`src/rtl/alu_seq_ctrl.sv`:
```
// Execute-stage sequencer: serialises source reads over the single regbank port,
// fires the shared ALU, then writes the result back to the destination register.
module alu_seq_ctrl #(
    parameter int REGSEL_W = 6,
    parameter int DATA_W   = 8,
    parameter int OP_W     = 4,
    parameter int CNT_W    = 16
) (
    input  logic                clk,
    input  logic                reset,
    input  logic                op_valid,
    output logic                op_ready,
    input  logic [OP_W-1:0]     op_code,
    input  logic [REGSEL_W-1:0] op_dst,
    input  logic [REGSEL_W-1:0] op_src0,
    input  logic [REGSEL_W-1:0] op_src1,
    input  logic                op_imm_en,
    input  logic [DATA_W-1:0]   op_imm,
    output logic [REGSEL_W-1:0] regsel,
    input  logic [DATA_W-1:0]   reg_rdata,
    output logic [DATA_W-1:0]   reg_val,
    output logic                reg_we,
    output logic [DATA_W-1:0]   alu_op0,
    output logic [DATA_W-1:0]   alu_op1,
    output logic [OP_W-1:0]     alu_opcode,
    input  logic [DATA_W-1:0]   alu_result,
    output logic                busy,
    output logic                done,
    output logic [CNT_W-1:0]    retire_cnt
);

    typedef enum logic [2:0] {
        S_IDLE = 3'd0,
        S_RD0  = 3'd1,
        S_RD1  = 3'd2,
        S_EXEC = 3'd3,
        S_WB   = 3'd4
    } state_t;

    state_t state, state_nxt;

    logic [OP_W-1:0]     code_q;
    logic [REGSEL_W-1:0] dst_q;
    logic [REGSEL_W-1:0] src0_q;
    logic [REGSEL_W-1:0] src1_q;
    logic                imm_en_q;
    logic [DATA_W-1:0]   a_q;
    logic [DATA_W-1:0]   b_q;
    logic [DATA_W-1:0]   res_q;
    logic [CNT_W-1:0]    cnt_q;
    logic                accept;

    assign accept = op_valid && (state == S_IDLE);

    always_ff @(posedge clk or negedge reset) begin
        if (!reset) begin
            state <= S_IDLE;
        end else begin
            state <= state_nxt;
        end
    end

    always_comb begin
        state_nxt = state;
        case (state)
            S_IDLE:  if (op_valid) state_nxt = S_RD0;
            S_RD0:   state_nxt = imm_en_q ? S_EXEC : S_RD1;
            S_RD1:   state_nxt = S_EXEC;
            S_EXEC:  state_nxt = S_WB;
            S_WB:    state_nxt = S_IDLE;
            default: state_nxt = S_IDLE;
        endcase
    end

    always_comb begin
        op_ready = 1'b0;
        busy     = 1'b1;
        regsel   = '0;
        reg_we   = 1'b0;
        reg_val  = '0;
        done     = 1'b0;
        case (state)
            S_IDLE: begin
                op_ready = 1'b1;
                busy     = 1'b0;
            end
            S_RD0:  regsel = src0_q;
            S_RD1:  regsel = src1_q;
            S_EXEC: regsel = dst_q;
            S_WB: begin
                regsel  = dst_q;
                reg_val = res_q;
                reg_we  = 1'b1;
                done    = 1'b1;
            end
            default: ;
        endcase
    end

    // Operand, opcode and result latches; B is preloaded from the immediate so RD1 can be skipped.
    always_ff @(posedge clk or negedge reset) begin
        if (!reset) begin
            code_q   <= '0;
            dst_q    <= '0;
            src0_q   <= '0;
            src1_q   <= '0;
            imm_en_q <= 1'b0;
            a_q      <= '0;
            b_q      <= '0;
            res_q    <= '0;
            cnt_q    <= '0;
        end else begin
            if (accept) begin
                code_q   <= op_code;
                dst_q    <= op_dst;
                src0_q   <= op_src0;
                src1_q   <= op_src1;
                imm_en_q <= op_imm_en;
                if (op_imm_en) b_q <= op_imm;
            end
            if (state == S_RD0)  a_q   <= reg_rdata;
            if (state == S_RD1)  b_q   <= reg_rdata;
            if (state == S_EXEC) res_q <= alu_result;
            if (state == S_WB)   cnt_q <= cnt_q + CNT_W'(1);
        end
    end

    assign alu_op0    = a_q;
    assign alu_op1    = b_q;
    assign alu_opcode = code_q;
    assign retire_cnt = cnt_q;

endmodule

```
`config.mk`:
```
export PLATFORM = sky130hd
export DESIGN_NAME = alu_seq_ctrl
export DESIGN_NICKNAME = d
export VERILOG_FILES = /design/src/rtl/alu_seq_ctrl.sv
export SDC_FILE = /design/constraint.sdc
export NUM_CORES = 1
export LEC_CHECK = 0
export CAP_MARGIN = 5
export CORE_ASPECT_RATIO = 1.75
export CORE_MARGIN = 2
export CORE_UTILIZATION = 48
export DETAILED_ROUTE_END_ITERATION = 6
export GPL_ROUTABILITY_DRIVEN = 0
export MAX_ROUTING_LAYER = met4
export PLACE_DENSITY = 0.81
export SYNTH_ARGS = -nofsm -noshare
export SYNTH_HDL_FRONTEND = slang
export SYNTH_SLANG_ARGS = --single-unit
```
`constraint.sdc`:
```
create_clock -name clk -period 4.89 [get_ports clk]
set_input_delay 0.978 -clock clk [delete_from_list [all_inputs] [get_ports clk]]
set_output_delay 0.978 -clock clk [all_outputs]
set_load 0.02 [all_outputs]
```
Yosys cells after proc, flatten, opt, wreduce, memory -nomap -nowiden --
Cells that the tools add are included.
Cells by class: add/subtract/negate cells 1, equal/unequal tests 5, muxes and demuxes 11, reductions and logical operators 6
Operators by type and width (count):
- 2-to-1 mux 8 bit | 4
- case mux 6 bit (3 select lines) | 1
- adder 16 x 1 -> 16 bit (second input constant) | 1
- case mux 3 bit (4 select lines) | 1
- == test 3 x 2 -> 1 bit (second input constant) | 2
- 2-to-1 mux 1 bit | 4
- nonzero test 2 bit | 2
- == test 3 x 1 -> 1 bit (second input constant) | 1
- == test 3 bit (second input constant) | 1
- zero test 3 bit | 1
- 2-to-1 mux 3 bit | 1
- inequality test 2 bit (second input constant) | 1
- AND reduction 2 bit | 1
- OR reduction 2 bit | 1
- logical AND 1 bit | 1
Word-level totals: bits in registers 66, output and inout port bits 54

Longest topological paths before layout --
depth in word-level cells 4, mapped depth 6, mapped depth without buffers 5

Worst setup path after synthesis --
No wires, ideal clock.
path type reg2out, from register state[0], to output port regsel[1], arrival 1.626 ns, data required time 3.912 ns, setup slack 2.286 ns, stages on the path, launching flop included 6, cell sequence dfrtp_1 -> buf_1 -> nor2b_1 -> clkbuf_1 -> a22oi_1 -> o21ai_0
On the way: longest elaborated chain between the ends 3, elaborated cells on any way between the ends 6
Ends and longest elaborated chain:
- start, declared | RTL line 40 | state_t state, state_nxt;
- start signal, assigned | RTL line 59 | state <= state_nxt;
- == test 3 x 2 -> 1 bit / == test 3 bit (equally long branches) | RTL line 82 | case (state)
- OR reduction 2 bit (no line)
- case mux 6 bit (3 select lines) (*) | RTL line 82
- end, declared | RTL line 19 | output logic [REGSEL_W-1:0] regsel,
Every way passes the cells marked *; elsewhere a longest branch is shown, timed or not.

Worst setup path in the final report --
from register state[2], to output port regsel[0]
The elaborated chain is that of the path after synthesis.

==> out/metrics.csv <==
metric,value,unit
reg2reg_depth,4,
synth_compound_area_share,4.42,%
synth_xor_area_share,4.51,%
io_buffers,103,
worstPathRequired,3910,ps
rows,37,
max_slew_margin,33.6,%
synth_fp_nets,299,
final_area,4150,um^2
synth-seq-cells,66,
diodes,0,
cp_num_buf_inv,2,
crit_type,reg -> out,
cpLargestDelayFamily,buffers and inverters,
dieArea,6730,um^2
drt_pre_antenna_iters,4,
r2r-start,state[2],
fin_crit,3780,ps
min_path_type,reg -> reg,
crit_arrival,2800,ps
place_hpwl,4.89,mm
synthSimpleGateAreaFrac,14.1,%
layout_common_cells,"clkdlybuf4s50_1, dfrtp_1, nand2_1",
clock_tree.root_cell,clkbuf_8,
power,2.47,mW
worstSetupStartpoint,state[2],
r2r_end,src1_q[5],
grt.total_usage,21.9,%
wl_per_cell,15.1,um
setup_violations,0,
dr_total_vias,2183,
numCtsBuffers,9,
grt_setup_unrepaired,no,
r2r_slack,2460,ps
nets,401,
syn_to_final_growth,42.5,%
clk_latency,350,ps
seq_area_frac_synth,56.7,%
p_per_area,596,nW/um^2
path_depth,5,
outcome,finished clean,
synthArstFlopShare,100,%
hold_buffers,0,
gr-total-overflow,0,
fp.dieW,62.9,um
cts.sinks,66,
synth_top_family_by_area,multiplexers,
syn_inst,248,
holdWs,476,ps
drc,0,
synth-edff-count,0,
leakagePower,1.78,nW
drt-total-wl,6.51,mm
post-place-cells,417,
crit_end,regsel[0],
cpPeakStageDelay,650,ps
grt_max_degree,67,
post_cts_buffers,0,
slowest_stage,clkdlybuf4s50_1,
drive_gt1_share,16.4,%
cts.path.max_buffers,2,
syn_area,2910,um^2
synth_ff_type,dfrtp_1,
cts_tree,built,
drv_slew,0,
clk_pin_slew,60,ps
coreArea,5880,um^2
fin_crit_sh,77.2,%
viasPerCell,5.05,
grt_pass1_wl,10.9,mm
die_h,107,um
drv_cap,0,
placed_cell_area,3980,um^2
postRouteAntennaNets,0,
final_cells,432,
worstPathMaxFanout,19,
final-hold-violation-count,0,
setup_tns,0,ps
path_cells,or3b_1 > inv_1 > nand2_1 > o21ai_0 > clkdlybuf4s50_1,
fmax,265,MHz
crit_path_end_kind,output port,
synth.avg_cell_area,11.7,um^2
fill_cells,453,
htreeDepth,3,
synth_fa_ha_area_share,0.430,%
grt_pass1_vias,2345,
io_pins,104,
ys_types,32,
tightest_slew,996,ps
drt_iter0_markers,97,
final_common_cell,clkdlybuf4s50_1,
antenna_found_initial,0,
synth.mux.area_fraction,17.1,%
start_kind,flip-flop,
post_cts_resized,0,
vdd_drop_max,0.462,mV
ys_warn_count,0,
initial_core_util,49.5,%
fin_skew,5.49,ps
[tightest hold or removal path, cell delays in order (launching register included)]
cell,delay (ps)
dfrtp_1,340
nand2_1,50
nand2_1,60
[per-layer routing]
layer | global-route usage, % | vias up | share of wire [%]
met1 | 23.0 | 1053 | 38
met3 | 3.57 | 18 | 3.4
met4 | 13.8 | 0 | 4.0
met5 | - | - | 0
li1 | - | 1041 | -
met2 | 37.8 | 71 | 55
[kinds of logic after synthesis]
family                     after synthesis
xor gates and xnor gates                15
AOI/OAI and AO/OA                       22
adders and majority gates                1
DFF                                     66
and+or+nand+nor                         83
muxes                                   45
buffers and inverters                   16
[metrics by stage]
| stage | setup slack [ps] | utilization (%) |
|---|---|---|
| 6_report | 1110 | 70.6 |
| 5_1_grt | 900 | 70.6 |
| 4_1_cts | 1100 | 70.6 |
| 3_5_place_dp | 1480 | 67.7 |
| 3_3_place_gp | 1510 | 67.7 |
| 2_1_floorplan | 2290 | - |
[how the worst min path moves through the flow]
stage | startpoint | to | depth (start not counted)
2_1_floorplan | res_q[0] | res_q[0] | 2
3_3_place_gp | res_q[5] | res_q[5] | 2
3_5_place_dp | res_q[2] | res_q[2] | 2
4_1_cts | res_q[2] | res_q[2] | 2
5_1_grt | retire_cnt[15] | retire_cnt[15] | 1
6_report | res_q[2] | res_q[2] | 2
[sequential cells by signal, indices dropped and copies added, names as in the netlist, 4 cells and up]
register,flops
retire_cnt,16
alu_op0,8
alu_op1,8
res_q,8
dst_q,6
src0_q,6
src1_q,6
alu_opcode,4
[layout make-up]
class / instances / area [um^2] / area share, %
Inverter: 3 / 11.3 / 0.271
Clock buffer: 12 / 155 / 3.74
Timing Repair Buffer: 104 / 1030 / 24.9
Sequential cell: 66 / 1650 / 39.8
Multi-Input combinational cell: 166 / 1190 / 28.6
Clock inverter: 3 / 15.0 / 0.362
Tap cell: 78 / 97.6 / 2.35
[Yosys cell counts, types with 4 or more instances]
master    instances  area [um^2]
a22oi_1           6         45.0
and2_1            9         56.3
buf_2             4         20.0
buf_4             4         30.0
clkbuf_1          4         15.0
dfrtp_1          66         1650
mux2_2           37          417
mux2i_1           8         80.1
nand2_1          48          180
nand3_1           6         30.0
nor2_1            4         15.0
o21ai_0          14         70.1
xnor2_1          11         96.3
xor2_1            4         35.0
[where the power goes]
| part | switching, mW | internal (mW) | total, mW |
|---|---|---|---|
| Sequential | 0.174 | 0.770 | 0.944 |
| Combinational | 0.533 | 0.594 | 1.13 |
| Clock | 0.196 | 0.206 | 0.402 |
| Total | 0.903 | 1.57 | 2.47 |
Power figures use the tool's default switching activity.
